<file path="src/rtl/svc_rv_bram_arb_pkg.sv">
// Shared constants and types for the two-port BRAM arbiter.
// The owner tag records which requester a pending read belongs to.
package svc_rv_bram_arb_pkg;

   localparam int N_REQ = 2;

   typedef enum logic [0:0] {
      OWNER_CPU = 1'b0,
      OWNER_DBG = 1'b1
   } owner_t;

   function automatic logic [N_REQ-1:0] owner_onehot(input owner_t owner);
      return (owner == OWNER_DBG) ? 2'b10 : 2'b01;
   endfunction

endpackage

</file>
<file path="src/rtl/svc_arb_rr2.sv">
// Two-requester arbiter: same-cycle combinational grant, with a 1-bit
// last-grant pointer for round-robin tie breaking (RR=1) or fixed priority (RR=0).
module svc_arb_rr2
   import svc_rv_bram_arb_pkg::*;
#(
   parameter int RR = 1
) (
   input  logic             clk,
   input  logic             rst,
   input  logic [N_REQ-1:0] req,
   output logic [N_REQ-1:0] gnt,
   output owner_t           owner
);

   owner_t           last;
   logic [N_REQ-1:0] gnt_raw;

   always_comb begin
      // NOTE: default assignment first so no path leaves gnt_raw unassigned (no latch).
      gnt_raw = '0;
      case (req)
         2'b01:   gnt_raw = 2'b01;
         2'b10:   gnt_raw = 2'b10;
         2'b11:   gnt_raw = (RR != 0 && last == OWNER_CPU) ? 2'b10 : 2'b01;
         default: gnt_raw = '0;
      endcase
   end

   // Grants are suppressed during reset so a read in the reset cycle is squashed.
   assign gnt   = rst ? '0 : gnt_raw;
   assign owner = gnt[1] ? OWNER_DBG : OWNER_CPU;

   // NOTE: non-blocking assignments for all sequential state, so every flop samples pre-edge values.
   always_ff @(posedge clk or posedge rst) begin
      if (rst) begin
         last <= OWNER_DBG;
      end else if (|gnt) begin
         last <= owner;
      end
   end

endmodule

</file>
<file path="src/rtl/svc_rv_bram_arb.sv">
// Arbitrates a CPU data port and a debug/loader port onto one single-port BRAM,
// routes read data back via a registered owner tag, and counts per-requester stalls.
module svc_rv_bram_arb
   import svc_rv_bram_arb_pkg::*;
#(
   parameter int AW = 10,
   parameter int DW = 32,
   parameter int RR = 1,
   parameter int CW = 16
) (
   input  logic                          clk,
   input  logic                          rst,
   input  logic [N_REQ-1:0]              m_req,
   input  logic [N_REQ-1:0]              m_we,
   input  logic [N_REQ-1:0][AW-1:0]      m_addr,
   input  logic [N_REQ-1:0][DW-1:0]      m_wdata,
   input  logic [N_REQ-1:0][DW/8-1:0]    m_wstrb,
   output logic [N_REQ-1:0]              m_gnt,
   output logic [N_REQ-1:0]              m_rvalid,
   output logic [DW-1:0]                 m_rdata,
   output logic                          bram_en,
   output logic [DW/8-1:0]               bram_we,
   output logic [AW-1:0]                 bram_addr,
   output logic [DW-1:0]                 bram_wdata,
   input  logic [DW-1:0]                 bram_rdata,
   output logic [CW-1:0]                 stall_cnt0,
   output logic [CW-1:0]                 stall_cnt1
);

   owner_t                  gnt_owner;
   owner_t                  rd_owner;
   logic                    sel;
   logic                    rd_pend;
   logic [N_REQ-1:0][CW-1:0] stall_q;

   svc_arb_rr2 #(.RR(RR)) u_arb (
      .clk   (clk),
      .rst   (rst),
      .req   (m_req),
      .gnt   (m_gnt),
      .owner (gnt_owner)
   );

   assign sel = gnt_owner;

   // Payload is zeroed when idle so the BRAM side is quiet outside grant cycles.
   assign bram_en    = |m_gnt;
   assign bram_addr  = bram_en ? m_addr[sel]  : '0;
   assign bram_wdata = bram_en ? m_wdata[sel] : '0;
   assign bram_we    = (bram_en && m_we[sel]) ? m_wstrb[sel] : '0;

   always_ff @(posedge clk or posedge rst) begin
      if (rst) begin
         rd_pend  <= 1'b0;
         rd_owner <= OWNER_CPU;
      end else begin
         rd_pend <= bram_en && !m_we[sel];
         if (bram_en) begin
            rd_owner <= gnt_owner;
         end
      end
   end

   assign m_rvalid = rd_pend ? owner_onehot(rd_owner) : '0;
   assign m_rdata  = rd_pend ? bram_rdata : '0;

   // Saturating wait counters: a requester stalls when it asks and is not granted.
   always_ff @(posedge clk or posedge rst) begin
      if (rst) begin
         stall_q <= '0;
      end else begin
         for (int i = 0; i < N_REQ; i++) begin
            if (m_req[i] && !m_gnt[i] && stall_q[i] != '1) begin
               stall_q[i] <= stall_q[i] + 1'b1;
            end
         end
      end
   end

   assign stall_cnt0 = stall_q[0];
   assign stall_cnt1 = stall_q[1];

endmodule

</file>
<file path="config.mk">
export PLATFORM = sky130hd
export DESIGN_NAME = svc_rv_bram_arb
export DESIGN_NICKNAME = d
export VERILOG_FILES = /design/src/rtl/svc_rv_bram_arb_pkg.sv /design/src/rtl/svc_arb_rr2.sv /design/src/rtl/svc_rv_bram_arb.sv
export SDC_FILE = /design/constraint.sdc
export NUM_CORES = 1
export LEC_CHECK = 0
export CAP_MARGIN = 20
export CORE_ASPECT_RATIO = 1.1
export CORE_MARGIN = 2
export CORE_UTILIZATION = 31
export CTS_BUF_LIST = sky130_fd_sc_hd__clkbuf_8
export CTS_CLUSTER_DIAMETER = 80
export DETAILED_ROUTE_END_ITERATION = 16
export PLACE_DENSITY_LB_ADDON = 0.05
export REMOVE_ABC_BUFFERS = 1
export SYNTH_ARGS = -nofsm -noshare
export SYNTH_HDL_FRONTEND = slang
export SYNTH_SLANG_ARGS = --single-unit
</file>
<file path="constraint.sdc">
create_clock -name clk -period 3.3 [get_ports clk]
set_input_delay 0.66 -clock clk [delete_from_list [all_inputs] [get_ports clk]]
set_output_delay 0.66 -clock clk [all_outputs]
set_load 0.1 [all_outputs]
</file>
==> flow_summary_export.csv <==
group,metric,value,unit
clock_network,insertion_delay,0.28,ns
grt,overflow,0,
synthesis,syn_avg_cell_area,7.27,sq um
setup_path,crit_fanout,25,
setup_path,startpoint_type,"primary input",
finish,stdcell_area,5620,sq um
pwr,p_leak,2.57,nW
synthesis,yosysWarnings,0,
synthesis,syn_inst,357,
grt,grt_max_degree,37,
routing,vias,3439,
routing,wl_per_cell,16.6,um
routing,first_pass_iters,4,
setup_path,worstPathRequired,2.64,ns
clock_network,cts_tree,"yes",
setup_path,cp_slowest_cell,"clkdlybuf4s50_1",
setup_path,timing.critical_path.buf_inv,4,
finish,syn_to_final_growth,116,%
setup_path,worstRegToRegCells,5,
synthesis,synth_top_flop_cell,"dfrtp_1",
setup_path,crit_chain,"clkdlybuf4s50_1, nand2_1, inv_1, buf_4, nand2_1, a21oi_1, buf_12",
synthesis,yosys_register_bits,35,
floorplan,start_util,0.315,
clock_network,clkSinkCount,35,
run,cap_violations,0,
routing,viasPerCell,4.85,
sta,finalCriticalPeriod,3.10,ns
synthesis,synth_commonest_cells,"nand2_1 (102), a21oi_1 (47), and2_1 (34), dfrtp_1 (34), xor2_1 (27)",
grt,grt_pass1_vias,3389,
synthesis,synth_cell_types,33,
synthesis,async_flop_share,1.00,
sta,period_share,0.938,
placed_design,place_area,5520,sq um
clock_network,hold_buffers,0,
pwr,vdd_drop_max,328,uV
clock_network,htree_num_levels,2,
floorplan,pin_count,245,
floorplan,die_h,99.9,um
grt,grt_first_pass_wirelength,18200,um
clock_network,cts.clk_slew.worst_paths,0.07,ns
sta,fmax,323,MHz
grt,grt_use_total,0.250,
setup_path,worst_ep_arrival_time,2.44,ns
pwr,power_density,502,nW/um^2
clock_network,cts_setup_buffers,0,
clock_network,cts_root_buffer,"clkbuf_8",
sta,rsz0062_at_grt,"false",
sta,worstMarginPinSlew,0.695,ns
finish,drive_gt1_frac,0.234,
clock_network,clockBufferDepth,2,
sta,report.final.slew_viol_count,0,
floorplan,floorplan.die_area,9120,sq um
clock_network,cts_buffers,5,
setup_path,cp.depth,7,
sta,fin_skew,0.00518,ns
setup_path,r2r_slack,1.52,ns
sta,setup_viol_count_final,0,
clock_network,cts_resized,0,
routing,drt_iter0_drc,138,
finish,nNetsFinal,729,
grt,antenna_found_initial,1,
placed_design,post-dp-hpwl,9460,um
routing,ant_nets,0,
placed_design,port_buffers,244,
synthesis,synth_top_area_cell,"dfrtp_1",
hold_path,holdPathStages,1,
synthesis,synth_area,2590,sq um
routing,drt_wl_total,11800,um
setup_path,end_kind,"output pin",
sta,fin_hold_ws,0.501,ns
placed_design,gp_congestion,0.895,
setup_path,path_common_cell,"nand2_1",
sta,finalHoldViolCount,0,
outcome,status,"finished, final reports clean",
synthesis,synth_most_common_cell,"nand2_1",
synthesis,synth-edff-count,0,
synthesis,netlist.area_leader.share,0.328,
setup_path,cpPeakStageDelay,0.63,ns
floorplan,die_x,91.2,um
sta,slew_headroom,0.536,
synthesis,synthTopCellsByArea,"dfrtp_1 (33%), nand2_1 (15%), xor2_1 (9.1%), a21oi_1 (9.1%), and2_1 (8.2%)",
finish,diodes,0,
synthesis,yosysSeqAreaShare,0.338,
floorplan,core.rowCount,35,
setup_path,crit_type,"primary input to output pin",
routing,drc_errors,0,
setup_path,crit_family,"buffers and inverters",
hold_path,hold_path_class,"register to register",
floorplan,core_area,8230,sq um
[flip-flops by register name (all words and copies together), names as in the netlist]
signal	flops
u_arb.last	1
rd_pend	1
stall_cnt0	16
rd_owner	1
stall_cnt1	16
[worst reg2reg max path: cells and delay by family, from the launching register on]
family | cells | cell delay [ns]
AND/OR/NAND/NOR | 2 | 0.67
flip-flops | 1 | 0.41
AO/OA/AOI/OAI | 1 | 0.24
adder cells (fa/ha/maj) | 1 | 0.22
XOR/XNOR | 1 | 0.13
[kinds of logic after synthesis]
logic type	count (synthesis)	synth area share
flops	35	0.338
buf+inv	25	0.0410
mux	3	0.0130
compound gates	56	0.115
simple gates	208	0.389
fa+ha+maj	2	0.00965
xor+xnor	28	0.0946
[routing by layer]
metal,global-route usage,share of wire
met5,0,0
met4,0.0653,0.018
met3,0.0916,0.090
met2,0.391,0.47
met1,0.330,0.42
[area by class of cell]
class | count | area, sq um
timing repair buffer | 254 | 2860
fill | 682 | 2620
multi-input combinational | 297 | 1620
sequential | 35 | 877
tap | 111 | 139
clock buffer | 7 | 96.3
inverter | 4 | 15.0
clock inverter | 1 | 3.75
[cell usage in the layout, fill, tap and decap left out]
master           synthesis  final
a21oi_1                 47     47
buf_12                   0     49
xor2_1                  27     27
dfrtp_1                 34     34
nor3b_1                  2      2
nand2_1                102    102
nand3_1                 15     15
and2b_1                  1      1
nand2_2                  1      1
buf_4                    1     75
nor2_1                   8      8
and3_1                   8      8
nand4_1                  9      9
nor4_1                   9      9
o21ai_0                  4      3
or3_1                    1      1
o21ai_4                  0      1
buf_16                   0      1
a22o_1                   1      1
inv_1                    4      5
and2_1                  34     34
nor4b_2                  1      1
mux2_2                   3      3
dfstp_2                  1      1
ha_1                     2      2
or2_1                    1      1
o21ai_2                  1      1
nor2b_1                  1      1
nor3_1                  13     13
a21o_1                   1      1
o2111ai_1                2      2
xnor2_1                  1      1
and4_1                   2      2
clkbuf_8                 0      7
clkdlybuf4s50_1          0    129
[final timing paths]
kind                                 from             end
min                        stall_cnt1[15]  stall_cnt1[15]
min reg2reg                stall_cnt1[15]  stall_cnt1[15]
max in group asynchronous             rst      u_arb.last
max                              m_req[1]   bram_wdata[8]
max reg2reg                 stall_cnt0[0]  stall_cnt0[14]
min in group asynchronous             rst   stall_cnt0[2]
[power by group]
group	total [mW]	internal [mW]	switching [mW]	leakage (nW)
Combinational	1.83	0.528	1.30	2.07
Sequential	0.656	0.520	0.136	0.448
Clock	0.331	0.187	0.144	0.0557
[per-stage QoR]
| step | worst slack (ns) | utilization | instances | power, mW | TNS [ns] |
|---|---|---|---|---|---|
| after floorplan | -2.21 | - | 336 | 1.89 | -106.02 |
| after global routing | 0.0682 | 0.682 | 709 | 2.92 | 0 |
| final | 0.204 | 0.682 | 709 | 2.82 | 0 |
| after CTS | 0.202 | 0.682 | 709 | 2.83 | 0 |
| after global placement | -0.0935 | 0.667 | 700 | 2.47 | -0.114 |
| after detailed placement | 0.222 | 0.670 | 701 | 2.49 | 0 |
Note: power is estimated with default switching activity, not from simulation.
